**config.mk**
```make
export PLATFORM = sky130hd
export DESIGN_NAME = l2_refill_arbiter_flat
export DESIGN_NICKNAME = d
export VERILOG_FILES = /design/src/rtl/l2_refill_arbiter_pkg.sv /design/src/rtl/l2_refill_arbiter_if.sv /design/src/rtl/l2_refill_arbiter_pick.sv /design/src/rtl/l2_refill_arbiter.sv /design/src/flat_wrapper.sv
export SDC_FILE = /design/constraint.sdc
export NUM_CORES = 1
export LEC_CHECK = 0
export BUFFER_PORTS_ARGS = -buffer_cell sky130_fd_sc_hd__buf_4
export CORE_AREA = 3 3 551 553
export CTS_CLUSTER_DIAMETER = 150
export DETAILED_ROUTE_END_ITERATION = 16
export DIE_AREA = 0 0 554 556
export PLACE_DENSITY = 0.3
export SLEW_MARGIN = 30
export SYNTH_ARGS = -nofsm -noshare
export SYNTH_HDL_FRONTEND = slang
export SYNTH_SLANG_ARGS = --single-unit
```
**constraint.sdc**
```tcl
create_clock -name clk -period 1.99 [get_ports clk]
set_clock_uncertainty 0.2 [all_clocks]
set_input_delay 0.199 -clock clk [delete_from_list [all_inputs] [get_ports clk]]
set_output_delay 0.199 -clock clk [all_outputs]
set_load 0.02 [all_outputs]
```
**src/rtl/l2_refill_arbiter_pkg.sv**
```systemverilog
// Shared types and default geometry for the L2 refill arbiter.
// FSM states, owner encodings and bus widths live here so every file agrees on them.
package l2_refill_arbiter_pkg;

    localparam int ADDR_W     = 34;
    localparam int LINE_W     = 256;
    localparam int OFF_W      = 5;
    localparam int STARVE_MAX = 3;

    typedef enum logic [1:0] {
        IDLE = 2'd0,
        REQ  = 2'd1,
        WAIT = 2'd2,
        RESP = 2'd3
    } state_t;

    typedef enum logic {
        OWNER_IC = 1'b0,
        OWNER_DC = 1'b1
    } owner_t;

    // Width needed to hold a saturating counter that reaches max_val.
    function automatic int cnt_width(input int max_val);
        return (max_val < 1) ? 1 : $clog2(max_val + 1);
    endfunction

endpackage

```
**src/rtl/l2_refill_arbiter_if.sv**
```systemverilog
// Bundle of the Icache, Dcache and L2 handshake buses around the refill arbiter.
// Handshakes: a transfer happens on a clk edge where valid and ready are both 1;
// the source holds valid and all payload stable until that edge, l2_resp_valid is a one-cycle pulse.
interface l2_refill_arbiter_if #(
    parameter int ADDR_W = l2_refill_arbiter_pkg::ADDR_W,
    parameter int LINE_W = l2_refill_arbiter_pkg::LINE_W
);

    logic              ic_req_valid;
    logic              ic_req_ready;
    logic [ADDR_W-1:0] ic_req_addr;
    logic              ic_resp_valid;
    logic              ic_resp_ready;
    logic [LINE_W-1:0] ic_resp_line;

    logic              dc_req_valid;
    logic              dc_req_ready;
    logic [ADDR_W-1:0] dc_req_addr;
    logic              dc_req_we;
    logic [LINE_W-1:0] dc_req_wdata;
    logic              dc_resp_valid;
    logic              dc_resp_ready;
    logic [LINE_W-1:0] dc_resp_line;

    logic              l2_req_valid;
    logic              l2_req_ready;
    logic [ADDR_W-1:0] l2_req_addr;
    logic              l2_req_we;
    logic [LINE_W-1:0] l2_req_wdata;
    logic              l2_resp_valid;
    logic [LINE_W-1:0] l2_resp_line;

    // Arbiter side.
    modport slave (
        input  ic_req_valid, ic_req_addr, ic_resp_ready,
        output ic_req_ready, ic_resp_valid, ic_resp_line,
        input  dc_req_valid, dc_req_addr, dc_req_we, dc_req_wdata, dc_resp_ready,
        output dc_req_ready, dc_resp_valid, dc_resp_line,
        output l2_req_valid, l2_req_addr, l2_req_we, l2_req_wdata,
        input  l2_req_ready, l2_resp_valid, l2_resp_line
    );

    // Environment side: caches plus the L2.
    modport master (
        output ic_req_valid, ic_req_addr, ic_resp_ready,
        input  ic_req_ready, ic_resp_valid, ic_resp_line,
        output dc_req_valid, dc_req_addr, dc_req_we, dc_req_wdata, dc_resp_ready,
        input  dc_req_ready, dc_resp_valid, dc_resp_line,
        input  l2_req_valid, l2_req_addr, l2_req_we, l2_req_wdata,
        output l2_req_ready, l2_resp_valid, l2_resp_line
    );

endinterface

```
**src/rtl/l2_refill_arbiter_pick.sv**
```systemverilog
// Icache-first priority pick with a saturating starvation counter that forces a Dcache grant.
// Grants are only raised while the arbiter is idle, so a grant is also an accept.
module l2_arb_pick
    import l2_refill_arbiter_pkg::*;
#(
    parameter int STARVE_MAX = l2_refill_arbiter_pkg::STARVE_MAX,
    parameter int CNT_W      = cnt_width(STARVE_MAX)
) (
    input  logic             clk,
    input  logic             rst,
    input  logic             idle,
    input  logic             ic_valid,
    input  logic             dc_valid,
    output logic             grant_ic,
    output logic             grant_dc,
    output logic [CNT_W-1:0] cnt
);

    localparam logic [CNT_W-1:0] CNT_MAX = CNT_W'(STARVE_MAX);

    logic [CNT_W-1:0] cnt_q;
    logic             starved;

    assign starved = (cnt_q == CNT_MAX);

    always_comb begin
        grant_dc = 1'b0;
        grant_ic = 1'b0;
        if (idle) begin
            grant_dc = dc_valid && (starved || !ic_valid);
            grant_ic = ic_valid && !grant_dc;
        end
    end

    // Counts Icache wins only while the Dcache is actually waiting.
    always_ff @(posedge clk) begin
        if (rst) begin
            cnt_q <= '0;
        end else if (!dc_valid || grant_dc) begin
            cnt_q <= '0;
        end else if (grant_ic && !starved) begin
            cnt_q <= cnt_q + 1'b1;
        end
    end

    assign cnt = cnt_q;

endmodule

```
**src/rtl/l2_refill_arbiter.sv**
```systemverilog
// Shares the single L2 refill port between the Icache miss path and the Dcache miss/writeback path.
// One line transaction at a time: IDLE accept -> REQ to L2 -> WAIT for data -> RESP to the owner.
module l2_refill_arbiter
    import l2_refill_arbiter_pkg::*;
#(
    parameter int ADDR_W     = l2_refill_arbiter_pkg::ADDR_W,
    parameter int LINE_W     = l2_refill_arbiter_pkg::LINE_W,
    parameter int OFF_W      = l2_refill_arbiter_pkg::OFF_W,
    parameter int STARVE_MAX = l2_refill_arbiter_pkg::STARVE_MAX,
    parameter int CNT_W      = cnt_width(STARVE_MAX)
) (
    input  logic                  clk,
    input  logic                  rst,
    l2_refill_arbiter_if.slave    bus,
    output logic                  busy,
    output logic                  owner,
    output logic                  proto_err,
    output state_t                fsm_state,
    output logic [CNT_W-1:0]      starve_cnt
);

    state_t            state_q;
    state_t            state_d;

    logic [ADDR_W-1:0] addr_q;
    logic              we_q;
    logic [LINE_W-1:0] wdata_q;
    logic              owner_q;
    logic [LINE_W-1:0] line_q;
    logic              proto_err_q;

    logic              grant_ic;
    logic              grant_dc;
    logic              accept;
    logic              resp_ready;

    l2_arb_pick #(
        .STARVE_MAX (STARVE_MAX),
        .CNT_W      (CNT_W)
    ) u_pick (
        .clk      (clk),
        .rst      (rst),
        .idle     (state_q == IDLE),
        .ic_valid (bus.ic_req_valid),
        .dc_valid (bus.dc_req_valid),
        .grant_ic (grant_ic),
        .grant_dc (grant_dc),
        .cnt      (starve_cnt)
    );

    // A grant implies the winner is valid, so grant alone marks the accept edge.
    assign accept     = (grant_ic || grant_dc) && !rst;
    assign resp_ready = (owner_q == OWNER_DC) ? bus.dc_resp_ready : bus.ic_resp_ready;

    always_comb begin
        state_d = state_q;
        unique case (state_q)
            IDLE: if (accept)            state_d = REQ;
            REQ:  if (bus.l2_req_ready)  state_d = WAIT;
            WAIT: if (bus.l2_resp_valid) state_d = RESP;
            RESP: if (resp_ready)        state_d = IDLE;
            default:                     state_d = IDLE;
        endcase
    end

    always_ff @(posedge clk) begin
        if (rst) begin
            state_q <= IDLE;
        end else begin
            state_q <= state_d;
        end
    end

    always_ff @(posedge clk) begin
        if (rst) begin
            addr_q      <= '0;
            we_q        <= 1'b0;
            wdata_q     <= '0;
            owner_q     <= OWNER_IC;
            line_q      <= '0;
            proto_err_q <= 1'b0;
        end else begin
            if (state_q == IDLE && accept) begin
                if (grant_dc) begin
                    addr_q  <= {bus.dc_req_addr[ADDR_W-1:OFF_W], {OFF_W{1'b0}}};
                    we_q    <= bus.dc_req_we;
                    wdata_q <= bus.dc_req_wdata;
                    owner_q <= OWNER_DC;
                end else begin
                    addr_q  <= {bus.ic_req_addr[ADDR_W-1:OFF_W], {OFF_W{1'b0}}};
                    we_q    <= 1'b0;
                    wdata_q <= '0;
                    owner_q <= OWNER_IC;
                end
            end
            if (state_q == WAIT && bus.l2_resp_valid) begin
                line_q <= bus.l2_resp_line;
            end
            // A response outside WAIT has no transaction to belong to; it is dropped and flagged.
            if (state_q != WAIT && bus.l2_resp_valid) begin
                proto_err_q <= 1'b1;
            end
        end
    end

    assign bus.ic_req_ready  = grant_ic && !rst;
    assign bus.dc_req_ready  = grant_dc && !rst;

    assign bus.l2_req_valid  = (state_q == REQ);
    assign bus.l2_req_addr   = addr_q;
    assign bus.l2_req_we     = we_q;
    assign bus.l2_req_wdata  = wdata_q;

    assign bus.ic_resp_valid = (state_q == RESP) && (owner_q == OWNER_IC);
    assign bus.dc_resp_valid = (state_q == RESP) && (owner_q == OWNER_DC);
    assign bus.ic_resp_line  = line_q;
    assign bus.dc_resp_line  = line_q;

    assign busy      = (state_q != IDLE);
    assign owner     = owner_q;
    assign proto_err = proto_err_q;
    assign fsm_state = state_q;

    a_one_grant: assert property (@(posedge clk) disable iff (rst) !(grant_ic && grant_dc));

    a_l2_req_hold: assert property (@(posedge clk) disable iff (rst)
        (bus.l2_req_valid && !bus.l2_req_ready) |=>
        (bus.l2_req_valid && $stable(bus.l2_req_addr) && $stable(bus.l2_req_we) && $stable(bus.l2_req_wdata)));

endmodule

```
**src/flat_wrapper.sv**
```systemverilog
// flat-port wrapper written by rule: the top's interface ports become plain ports
module l2_refill_arbiter_flat import l2_refill_arbiter_pkg::*;
#(
    parameter int ADDR_W     = l2_refill_arbiter_pkg::ADDR_W,
    parameter int LINE_W     = l2_refill_arbiter_pkg::LINE_W,
    parameter int OFF_W      = l2_refill_arbiter_pkg::OFF_W,
    parameter int STARVE_MAX = l2_refill_arbiter_pkg::STARVE_MAX,
    parameter int CNT_W      = cnt_width(STARVE_MAX)
)
  (clk, rst, busy, owner, proto_err, fsm_state, starve_cnt, bus_ic_req_valid, bus_ic_req_addr, bus_ic_resp_ready, bus_ic_req_ready, bus_ic_resp_valid, bus_ic_resp_line, bus_dc_req_valid, bus_dc_req_addr, bus_dc_req_we, bus_dc_req_wdata, bus_dc_resp_ready, bus_dc_req_ready, bus_dc_resp_valid, bus_dc_resp_line, bus_l2_req_valid, bus_l2_req_addr, bus_l2_req_we, bus_l2_req_wdata, bus_l2_req_ready, bus_l2_resp_valid, bus_l2_resp_line);
  l2_refill_arbiter_if #(.ADDR_W(ADDR_W), .LINE_W(LINE_W)) bus_i ();
  input  logic clk;
  input  logic rst;
  output logic busy;
  output logic owner;
  output logic proto_err;
  output state_t fsm_state;
  output logic [CNT_W-1:0] starve_cnt;
  input wire logic [$bits(bus_i.ic_req_valid)-1:0] bus_ic_req_valid;
  input wire logic [$bits(bus_i.ic_req_addr)-1:0] bus_ic_req_addr;
  input wire logic [$bits(bus_i.ic_resp_ready)-1:0] bus_ic_resp_ready;
  output wire logic [$bits(bus_i.ic_req_ready)-1:0] bus_ic_req_ready;
  output wire logic [$bits(bus_i.ic_resp_valid)-1:0] bus_ic_resp_valid;
  output wire logic [$bits(bus_i.ic_resp_line)-1:0] bus_ic_resp_line;
  input wire logic [$bits(bus_i.dc_req_valid)-1:0] bus_dc_req_valid;
  input wire logic [$bits(bus_i.dc_req_addr)-1:0] bus_dc_req_addr;
  input wire logic [$bits(bus_i.dc_req_we)-1:0] bus_dc_req_we;
  input wire logic [$bits(bus_i.dc_req_wdata)-1:0] bus_dc_req_wdata;
  input wire logic [$bits(bus_i.dc_resp_ready)-1:0] bus_dc_resp_ready;
  output wire logic [$bits(bus_i.dc_req_ready)-1:0] bus_dc_req_ready;
  output wire logic [$bits(bus_i.dc_resp_valid)-1:0] bus_dc_resp_valid;
  output wire logic [$bits(bus_i.dc_resp_line)-1:0] bus_dc_resp_line;
  output wire logic [$bits(bus_i.l2_req_valid)-1:0] bus_l2_req_valid;
  output wire logic [$bits(bus_i.l2_req_addr)-1:0] bus_l2_req_addr;
  output wire logic [$bits(bus_i.l2_req_we)-1:0] bus_l2_req_we;
  output wire logic [$bits(bus_i.l2_req_wdata)-1:0] bus_l2_req_wdata;
  input wire logic [$bits(bus_i.l2_req_ready)-1:0] bus_l2_req_ready;
  input wire logic [$bits(bus_i.l2_resp_valid)-1:0] bus_l2_resp_valid;
  input wire logic [$bits(bus_i.l2_resp_line)-1:0] bus_l2_resp_line;
  assign bus_i.ic_req_valid = bus_ic_req_valid;
  assign bus_i.ic_req_addr = bus_ic_req_addr;
  assign bus_i.ic_resp_ready = bus_ic_resp_ready;
  assign bus_ic_req_ready = bus_i.ic_req_ready;
  assign bus_ic_resp_valid = bus_i.ic_resp_valid;
  assign bus_ic_resp_line = bus_i.ic_resp_line;
  assign bus_i.dc_req_valid = bus_dc_req_valid;
  assign bus_i.dc_req_addr = bus_dc_req_addr;
  assign bus_i.dc_req_we = bus_dc_req_we;
  assign bus_i.dc_req_wdata = bus_dc_req_wdata;
  assign bus_i.dc_resp_ready = bus_dc_resp_ready;
  assign bus_dc_req_ready = bus_i.dc_req_ready;
  assign bus_dc_resp_valid = bus_i.dc_resp_valid;
  assign bus_dc_resp_line = bus_i.dc_resp_line;
  assign bus_l2_req_valid = bus_i.l2_req_valid;
  assign bus_l2_req_addr = bus_i.l2_req_addr;
  assign bus_l2_req_we = bus_i.l2_req_we;
  assign bus_l2_req_wdata = bus_i.l2_req_wdata;
  assign bus_i.l2_req_ready = bus_l2_req_ready;
  assign bus_i.l2_resp_valid = bus_l2_resp_valid;
  assign bus_i.l2_resp_line = bus_l2_resp_line;
  l2_refill_arbiter #(.ADDR_W(ADDR_W), .LINE_W(LINE_W), .OFF_W(OFF_W), .STARVE_MAX(STARVE_MAX), .CNT_W(CNT_W)) u_core (.clk(clk), .rst(rst), .bus(bus_i), .busy(busy), .owner(owner), .proto_err(proto_err), .fsm_state(fsm_state), .starve_cnt(starve_cnt));
endmodule
```
==> flow_metrics.py, run 1 <==
metrics = {
    "critical_path": {
        "cp-end-kind": "primary output",
        "critPathLaunchType": "flip-flop",
        "cp_max_fo": 5,
        "setup.worst_path.class": "reg -> out",
        "critPathArrivalTime_ns": 1.78,
        "worstPathRequired_ns": 1.59,
    },
    "timing": {
        "min_period_over_period": 1.09,
        "final_hold_viol_count": 0,
        "period_needed_ns": 2.18,
        "setup_ws_ns": -0.186,
        "final_max_slew_viol_count": 0,
        "setup_tns_ns": -17.52,
        "setup_viol": 268,
        "fmax_ghz": 0.460,
        "rsz0062_at_grt": "true",
    },
    "layout": {
        "postLayoutCoreUtil": 0.158,
        "areaGrowthSynthToFinish_pct": 137,
        "final_nets": 4846,
        "fill_cells": 33800,
        "drive_gt1_frac": 0.405,
    },
    "synthesis": {
        "yosysTopAreaCell": "dfxtp_1",
        "avgSynthCellArea_sq_um": 9.42,
        "ys_types": 29,
        "ys_ff_latch": 548,
        "synthTopCellsByArea": "dfxtp_1 (55%), a22o_1 (11%), buf_4 (9.9%)",
        "synth-seq-area-share": 0.550,
        "synth_cells": 2118,
        "synth_warnings": 0,
        "yosysTopAreaCellShare": 0.550,
        "synthesis.area_sq_um": 19900,
    },
    "routing": {
        "wl_per_cell_um": 21.2,
        "vias": 24200,
        "post-route-drc-count": 0,
        "drt_iter0_drc": 1286,
        "drt-total-wl_um": 176000,
        "vias_per_cell": 2.91,
        "antenna_left": 0,
        "drt_first_pass_iters": 7,
    },
    "grt": {
        "grt_antenna_before_repair": 81,
        "grtUsageTotal": 0.109,
        "grt_pass1_vias": 24800,
        "grt_max_degree": 84,
        "overflow": 0,
        "grt_pass1_wl_um": 230000,
    },
    "floorplanning": {
        "die_h_um": 556,
        "std_cell_rows": 201,
        "initial_core_util": 0.0666,
        "core-area_sq_um": 299000,
        "die_area_sq_um": 308000,
        "chipWidth_um": 554,
        "ios": 1404,
    },
    "outcome": {
        "violations": "negative setup slack",
        "outcome": "complete, but fails checks",
    },
    "flow_run": {
        "drv_cap": 0,
    },
    "cts": {
        "cts_buffers": 81,
        "cts_buffer_depth": 4,
        "path_clk_slew_ns": 0.06,
        "htreeDepth": 3,
        "cts_tree": "done",
        "root_buffer": "clkbuf_16",
        "insertion_delay_ns": 0.76,
        "cts_num_sinks": 548,
    },
    "place": {
        "numPortBuffers": 1388,
        "gp_congestion": 0.819,
        "hpwl_um": 142000,
    },
    "pwr": {
        "powerDensity_nw_per_um2": 915,
        "cellLeakagePower_uw": 0.0198,
        "peakVddDrop_uv": 543,
    },
    "hold_path": {
        "hp-class": "in -> reg",
    },
}
==> metal layers <==
layer | vias up | wire (um) | track usage
met5 | - | 156 | 0
met3 | 248 | 15400 | 0.0381
li1 | 11300 | - | -
met2 | 1195 | 82100 | 0.180
met4 | 24 | 6250 | 0.0363
met1 | 11400 | 71800 | 0.130
==> state kept, by name, summed over array words and instances (netlist names) <==
name                     count
u_core.fsm_state             2
u_core.bus.dc_resp_line    256
u_core.bus.l2_req_wdata    256
u_core.proto_err             1
u_core.u_pick.cnt            2
u_core.bus.l2_req_we         1
u_core.bus.l2_req_addr      29
u_core.owner                 1
==> layout make-up <==
cell class	instances	area, sq um	share of cell area
timing repair buffer	2461	21900	0.463
sequential	548	11000	0.233
multi-input combinational	1152	6600	0.140
tap	3958	4950	0.105
clock buffer	112	2290	0.0486
clock inverter	27	427	0.00904
antenna	29	72.6	0.00154
inverter	8	35.0	0.000742
==> cell families (layout without fill, tap and decap cells) <==
family,after synthesis,after routing,synth area share
other cells,1,34,0.000188
flops,548,548,0.550
xor+xnor,1,1,0.000439
mux,31,31,0.0156
fa+ha+maj,5,5,0.00314
compound gates,582,582,0.196
simple gates,528,528,0.101
buf+inv,422,2608,0.134
==> layout by cell type, fill, tap and decap left out, drive strengths merged, types with 10 or more instances in the layout <==
| cell | count |
|---|---|
| a21oi | 288 |
| a22o | 257 |
| buf | 1553 |
| bufinv | 10 |
| clkbuf | 115 |
| clkinv | 10 |
| dfxtp | 548 |
| diode | 29 |
| dlygate4sd3 | 898 |
| inv | 12 |
| mux2i | 31 |
| nand2 | 515 |
| o21ai | 31 |
==> what timing repair did <==
| action | in CTS | in global routing |
|---|---|---|
| gates resized for setup | 119 | 23 |
| endpoints found under the hold margin | 548 | 0 |
| cloned | 15 | 3 |
| hold buffers | 898 | 0 |
| setup buffers | 22 | 8 |
| endpoints found under the setup margin | 427 | 462 |
| pin swaps | 7 | 4 |
==> power breakdown <==
part	leakage (uW)	internal [uW]	switching [uW]	total [uW]
Clock	0.00133	9330	5930	15300
Combinational	0.0140	6760	7760	14500
Sequential	0.00445	12300	1170	13400
Total	0.0198	28300	14900	43200
==> synth_stat cells, drive strengths merged <==
master  instances
a222oi          1
mux2i          31
inv             8
o211ai          1
nor3b           2
a22o          257
clkbuf         61
a21o            1
xnor2           1
dfxtp         548
a21oi         288
ha              5
nor3            1
and2b           1
buf           353
a211oi          1
nand3           1
nand2         515
nor2            7
and2            1
a311oi          1
conb            1
a31o            1
o21ai          31
==> through the flow <==
step	total power, uW	area [sq um]	hold slack [ns]	setup slack (ns)	cells
after floorplan	18800	20000	0.132	0.0366	2122
after global placement	25500	34000	0.215	-0.331	7182
after detailed placement	25500	34000	0.218	-0.379	7182
after CTS	44200	46900	0.0000646	-0.339	8255
after global routing	45500	47200	0.0212	-0.314	8283
final	43200	47200	0.0895	-0.186	8295
==> worst max-delay path: stages (launching register included) <==
cell     delay [ns]
dfxtp_4        0.36
inv_4          0.06
ha_4           0.18
o21ai_2        0.08
nor2_4         0.11
buf_12         0.11
buf_8          0.11
==> worst paths after layout <==
kind                        start                           to  slack, ns  cells past startpoint
max           u_core.fsm_state[1]             bus_dc_req_ready      -0.19                      6
min          bus_l2_resp_line[74]  u_core.bus.dc_resp_line[74]       0.09                      4
max reg2reg   u_core.fsm_state[1]  u_core.bus.dc_resp_line[65]      -0.16                     11
min reg2reg  u_core.bus.l2_req_we         u_core.bus.l2_req_we       0.27                      1
No activity file was read; power rests on OpenSTA's default activity.
==> run 2: changes to the inputs <==
--- a/config.mk
+++ b/config.mk
@@ -6,10 +6,10 @@
 export NUM_CORES = 1
 export LEC_CHECK = 0
 export BUFFER_PORTS_ARGS = -buffer_cell sky130_fd_sc_hd__buf_4
-export CORE_AREA = 3 3 551 553
+export CORE_AREA = 3 3 540 542
 export CTS_CLUSTER_DIAMETER = 150
 export DETAILED_ROUTE_END_ITERATION = 16
-export DIE_AREA = 0 0 554 556
+export DIE_AREA = 0 0 543 545
 export PLACE_DENSITY = 0.3
 export SLEW_MARGIN = 30
 export SYNTH_ARGS = -nofsm -noshare
==> flow_metrics.py, run 2 (same netlist as run 1, synthesis figures left out) <==
metrics = {
    "floorplanning": {
        "initial_core_util": 0.0694,
        "std_cell_rows": 197,
        "die_area_sq_um": 296000,
        "core-area_sq_um": 287000,
        "die_h_um": 545,
        "chipWidth_um": 543,
        "ios": 1404,
    },
    "routing": {
        "antenna_left": 0,
        "drt_iter0_drc": 1144,
        "drt-total-wl_um": 184000,
        "drt_first_pass_iters": 5,
        "post-route-drc-count": 0,
        "wl_per_cell_um": 22.5,
        "vias": 24700,
        "vias_per_cell": 3.03,
    },
    "grt": {
        "grt_pass1_wl_um": 227000,
        "grt_pass1_vias": 24500,
        "grt_max_degree": 64,
        "grt_antenna_before_repair": 93,
        "overflow": 0,
        "grtUsageTotal": 0.113,
    },
    "critical_path": {
        "slowest_stage": "dfxtp_2",
        "setup.worst_path.class": "reg -> out",
        "critPathLaunchType": "flip-flop",
        "critPathArrivalTime_ns": 1.74,
        "cpPeakStageDelay_ns": 0.33,
        "cp-end-kind": "primary output",
        "cp_max_fo": 3,
        "cp_cell_sequence": "buf_6 -> ha_4 -> and2b_2 -> buf_12",
        "worstPathRequired_ns": 1.59,
    },
    "layout": {
        "register_area_sq_um": 11000,
        "finalInstanceArea_sq_um": 48800,
        "multi_input_area_sq_um": 7690,
        "drive_gt1_frac": 0.462,
        "fill_cells": 32200,
        "mostFrequentLayoutCell": "buf_4",
        "final_nets": 4889,
        "areaGrowthSynthToFinish_pct": 145,
        "layout_common_cells": "buf_4 (1470), dlygate4sd3_1 (901), dfxtp_1 (538)",
    },
    "pwr": {
        "cellLeakagePower_uw": 0.0205,
        "powerDensity_nw_per_um2": 902,
        "total_power_uw": 44000,
        "peakVddDrop_uv": 598,
    },
    "cts": {
        "path_clk_slew_ns": 0.06,
        "cts_num_sinks": 548,
        "cts_buffers": 79,
        "htreeDepth": 3,
        "cts_buffer_depth": 4,
        "insertion_delay_ns": 0.74,
        "root_buffer": "clkbuf_16",
        "cts_tree": "done",
    },
    "place": {
        "numPortBuffers": 1388,
        "dpl_worst_slack_ns": -0.272,
        "placed_area_sq_um": 33800,
        "gp_congestion": 0.842,
        "hpwl_um": 143000,
    },
    "timing": {
        "setup_viol": 204,
        "final_hold_viol_count": 0,
        "period_needed_ns": 2.14,
        "setup_ws_ns": -0.149,
        "whs_ns": 0.0992,
        "fmax_ghz": 0.468,
        "rsz0062_at_grt": "true",
        "setup_tns_ns": -8.10,
        "slew_headroom": 0.643,
        "min_period_over_period": 1.07,
        "tightest_slew_ns": 0.520,
        "final_max_slew_viol_count": 0,
    },
    "hold_path": {
        "hp-class": "in -> reg",
    },
    "outcome": {
        "violations": "negative setup slack",
        "outcome": "complete, but fails checks",
    },
    "flow_run": {
        "drv_cap": 0,
    },
}
run 2: report_power, final:
| group | internal [uW] | total, uW | switching, uW |
|---|---|---|---|
| registers | 12200 | 13500 | 1240 |
| clock network | 8380 | 14200 | 5870 |
| logic | 7620 | 16300 | 8660 |
| total | 28200 | 44000 | 15800 |
run 2: worst paths after layout:
| check | start | to | slack, ns | cells past startpoint |
|---|---|---|---|---|
| hold / removal | bus_l2_resp_line[114] | u_core.bus.dc_resp_line[114] | 0.1 | 4 |
| setup / recovery | u_core.fsm_state[0] | bus_ic_resp_valid | -0.15 | 4 |
| setup reg to reg | u_core.fsm_state[0] | u_core.bus.l2_req_addr[28] | -0.11 | 12 |
| hold reg to reg | u_core.bus.l2_req_wdata[242] | u_core.bus.l2_req_wdata[242] | 0.27 | 1 |
run 2: worst max-delay path, delay by kind of cell (launching register included):
family	cells	cell delay, ns
buf+inv	2	0.28
fa+ha+maj	1	0.16
flops	1	0.33
simple gates	1	0.21
run 2: per-stage QoR:
step / instances / utilization
after floorplan: 2122 / -
after global placement: 7001 / 0.118
after detailed placement: 7001 / 0.118
after CTS: 8068 / 0.161
after global routing: 8151 / 0.170
final: 8163 / 0.170
run 2: layout make-up:
class                   count  share of cell area
repair buffers           2506               0.466
flip-flops and latches    548               0.225
multi-input cells        1152               0.158
well taps                3781              0.0969
clock buffers             108              0.0458
clock inverters            24             0.00592
diodes                     36             0.00185
inverters                   8            0.000667
run 2: timing repair:
item | CTS | global route
setup endpoints to repair | 113 | 222
buffers inserted | 22 | 25
pin swaps | 9 | 98
gates resized for setup | 92 | 386
cloned | 12 | 35
hold buffers | 901 | 0
hold endpoints to repair | 548 | 0
run 2: per-layer routing:
| layer | global-route usage | wire length, um | vias to the layer above |
|---|---|---|---|
| li1 | - | - | 11400 |
| met1 | 0.132 | 72600 | 11800 |
| met2 | 0.184 | 85000 | 1229 |
| met3 | 0.0463 | 18700 | 269 |
| met4 | 0.0405 | 7180 | 32 |
| met5 | 0 | 199 | - |
==> run 3: changes to the inputs <==
--- a/config.mk
+++ b/config.mk
@@ -11,6 +11,7 @@
 export DETAILED_ROUTE_END_ITERATION = 16
 export DIE_AREA = 0 0 543 545
 export PLACE_DENSITY = 0.3
+export REMOVE_ABC_BUFFERS = 1
 export SLEW_MARGIN = 30
 export SYNTH_ARGS = -nofsm -noshare
 export SYNTH_HDL_FRONTEND = slang
==> flow_metrics.py, run 3 (same netlist as run 1, synthesis figures left out) <==
metrics = {
    "timing": {
        "rsz0062_at_grt": "true",
        "min_period_over_period": 1.13,
        "slew_headroom": 0.323,
        "tightest_slew_ns": 1.01,
        "final_max_slew_viol_count": 0,
        "final_hold_viol_count": 0,
        "fmax_ghz": 0.445,
        "setup_viol": 370,
        "period_needed_ns": 2.25,
        "setup_tns_ns": -26.81,
        "setup_ws_ns": -0.259,
        "whs_ns": 0.0680,
    },
    "critical_path": {
        "ff2ff_path_depth": 13,
        "critPathBufInv": 3,
        "critPathArrivalTime_ns": 1.85,
        "setup.worst_path.class": "reg -> out",
        "cpPeakStageDelay_ns": 0.33,
        "critPathLaunchType": "flip-flop",
        "cp_cell_sequence": "ha_4 -> buf_6 -> o21ai_4 -> nor2_4 -> buf_12 -> buf_8",
        "worstPathRequired_ns": 1.59,
        "crit_cells": 6,
        "crit-reg2reg-launch": "u_core.fsm_state[0]",
        "cp-end-kind": "primary output",
        "slowest_stage": "dfxtp_2",
        "cp_max_fo": 3,
        "rrSetupSlack_ns": -0.21,
        "critical_path.top_delay_family": "buffers and inverters",
        "r2r-end": "u_core.bus.dc_resp_line[145]",
    },
    "outcome": {
        "violations": "negative setup slack",
        "outcome": "complete, but fails checks",
    },
    "floorplanning": {
        "ios": 1404,
        "die_h_um": 545,
        "chipWidth_um": 543,
        "std_cell_rows": 197,
        "core-area_sq_um": 287000,
        "initial_core_util": 0.0694,
        "die_area_sq_um": 296000,
    },
    "pwr": {
        "powerDensity_nw_per_um2": 905,
        "peakVddDrop_uv": 527,
        "switching_share": 0.378,
        "sequentialPowerShare": 0.288,
        "internal_power_uw": 29300,
        "p_clk_frac": 0.311,
        "power_frac_comb": 0.401,
        "cellLeakagePower_uw": 0.0223,
        "switchingPower_uw": 17800,
    },
    "cts": {
        "insertion_delay_ns": 0.78,
        "path_clk_slew_ns": 0.06,
        "htreeDepth": 3,
        "cts_buffer_depth": 4,
        "root_buffer": "clkbuf_16",
        "cts_num_sinks": 548,
        "cts_tree": "done",
        "cts_buffers": 83,
    },
    "place": {
        "dp_cells": 6993,
        "numPortBuffers": 1388,
        "hpwl_um": 202000,
        "placed_area_sq_um": 33900,
        "gp_congestion": 0.931,
    },
    "layout": {
        "final_nets": 5003,
        "drive_gt1_frac": 0.528,
        "instances_no_fill": 8260,
        "finalInstanceArea_sq_um": 52000,
        "layout_common_cells": "buf_4 (1423), dlygate4sd3_1 (987), dfxtp_1 (502)",
        "areaGrowthSynthToFinish_pct": 161,
        "postLayoutCoreUtil": 0.181,
        "mostFrequentLayoutCell": "buf_4",
    },
    "routing": {
        "wl_per_cell_um": 29.3,
        "drt_first_pass_iters": 5,
        "vias_per_cell": 3.11,
        "antenna_left": 0,
        "drt_iter0_drc": 1220,
        "post-route-drc-count": 0,
        "drt-total-wl_um": 242000,
        "vias": 25700,
    },
    "grt": {
        "overflow": 0,
        "grt_max_degree": 106,
        "grt_pass1_wl_um": 287000,
        "grt_antenna_before_repair": 81,
        "grtUsageTotal": 0.151,
        "grt_pass1_vias": 25300,
    },
    "hold_path": {
        "min_path_cells": 4,
        "min-delay-start": "bus_l2_resp_line[108]",
        "hp-class": "in -> reg",
        "min_to": "u_core.bus.dc_resp_line[108]",
    },
    "flow_run": {
        "drv_cap": 0,
    },
}
-- run 3: repair_timing --
item                                   in CTS  in global routing
setup buffers                              76                 24
endpoints found under the hold margin     548                  0
gates cloned                               26                 27
setup endpoints to repair                 470                413
pin swaps                                 154                334
hold buffers                              987                  0
gates resized for setup                   348                704
-- run 3: worst reg2reg max path: stages (launching register included) --
cell     delay (ns)
dfxtp_2        0.33
inv_2          0.08
buf_6          0.10
ha_4           0.13
buf_6          0.11
nand2_8        0.09
buf_12         0.18
buf_12         0.13
buf_12         0.14
buf_12         0.13
buf_12         0.13
buf_16         0.16
nand2_4        0.06
a21oi_2        0.04
-- run 3: power groups by stage --
stage | registers (uW) | clock network (uW) | logic [uW]
CTS | 13500 | 15400 | 17200
floorplan | 15100 | 0 | 2600
finish | 13500 | 14600 | 18900
detailed placement | 13600 | 0 | 13200
global placement | 13600 | 0 | 13200
global route | 13700 | 15600 | 20100
-- run 3: how the worst max path moves through the flow --
stage	startpoint	to	slack (ns)
after floorplan	u_core.fsm_state[1]	u_core.bus.dc_resp_line[0]	-7.08
after global placement	u_core.fsm_state[1]	u_core.bus.l2_req_addr[13]	-0.24
after detailed placement	u_core.fsm_state[0]	u_core.bus.l2_req_addr[13]	-0.22
after CTS	u_core.u_pick.cnt[1]	bus_ic_req_ready	-0.38
after global routing	u_core.fsm_state[0]	bus_ic_req_ready	-0.33
final	u_core.u_pick.cnt[0]	bus_dc_req_ready	-0.26
-- run 3: stage by stage --
step / setup WS [ns] / total power [uW]
after floorplan: -7.08 / 17700
after global placement: -0.244 / 26800
after detailed placement: -0.223 / 26800
after CTS: -0.383 / 46000
after global routing: -0.335 / 49300
final: -0.259 / 47100
-- run 3: cell type report --
type,count,area [sq um]
multi-input combinational,1152,9200
fill,32000,235000
clock buffer,118,2350
sequential,548,11000
tap,3781,4730
inverter,8,35.0
timing repair buffer,2616,24400
clock inverter,21,240
antenna,16,40.0
-- run 3: per-layer routing --
layer,vias up,share of wire,global-route usage
met3,276,0.18,0.121
met2,1327,0.42,0.222
met5,-,0.00099,0
li1,11600,-,-
met4,38,0.023,0.0319
met1,12400,0.38,0.170
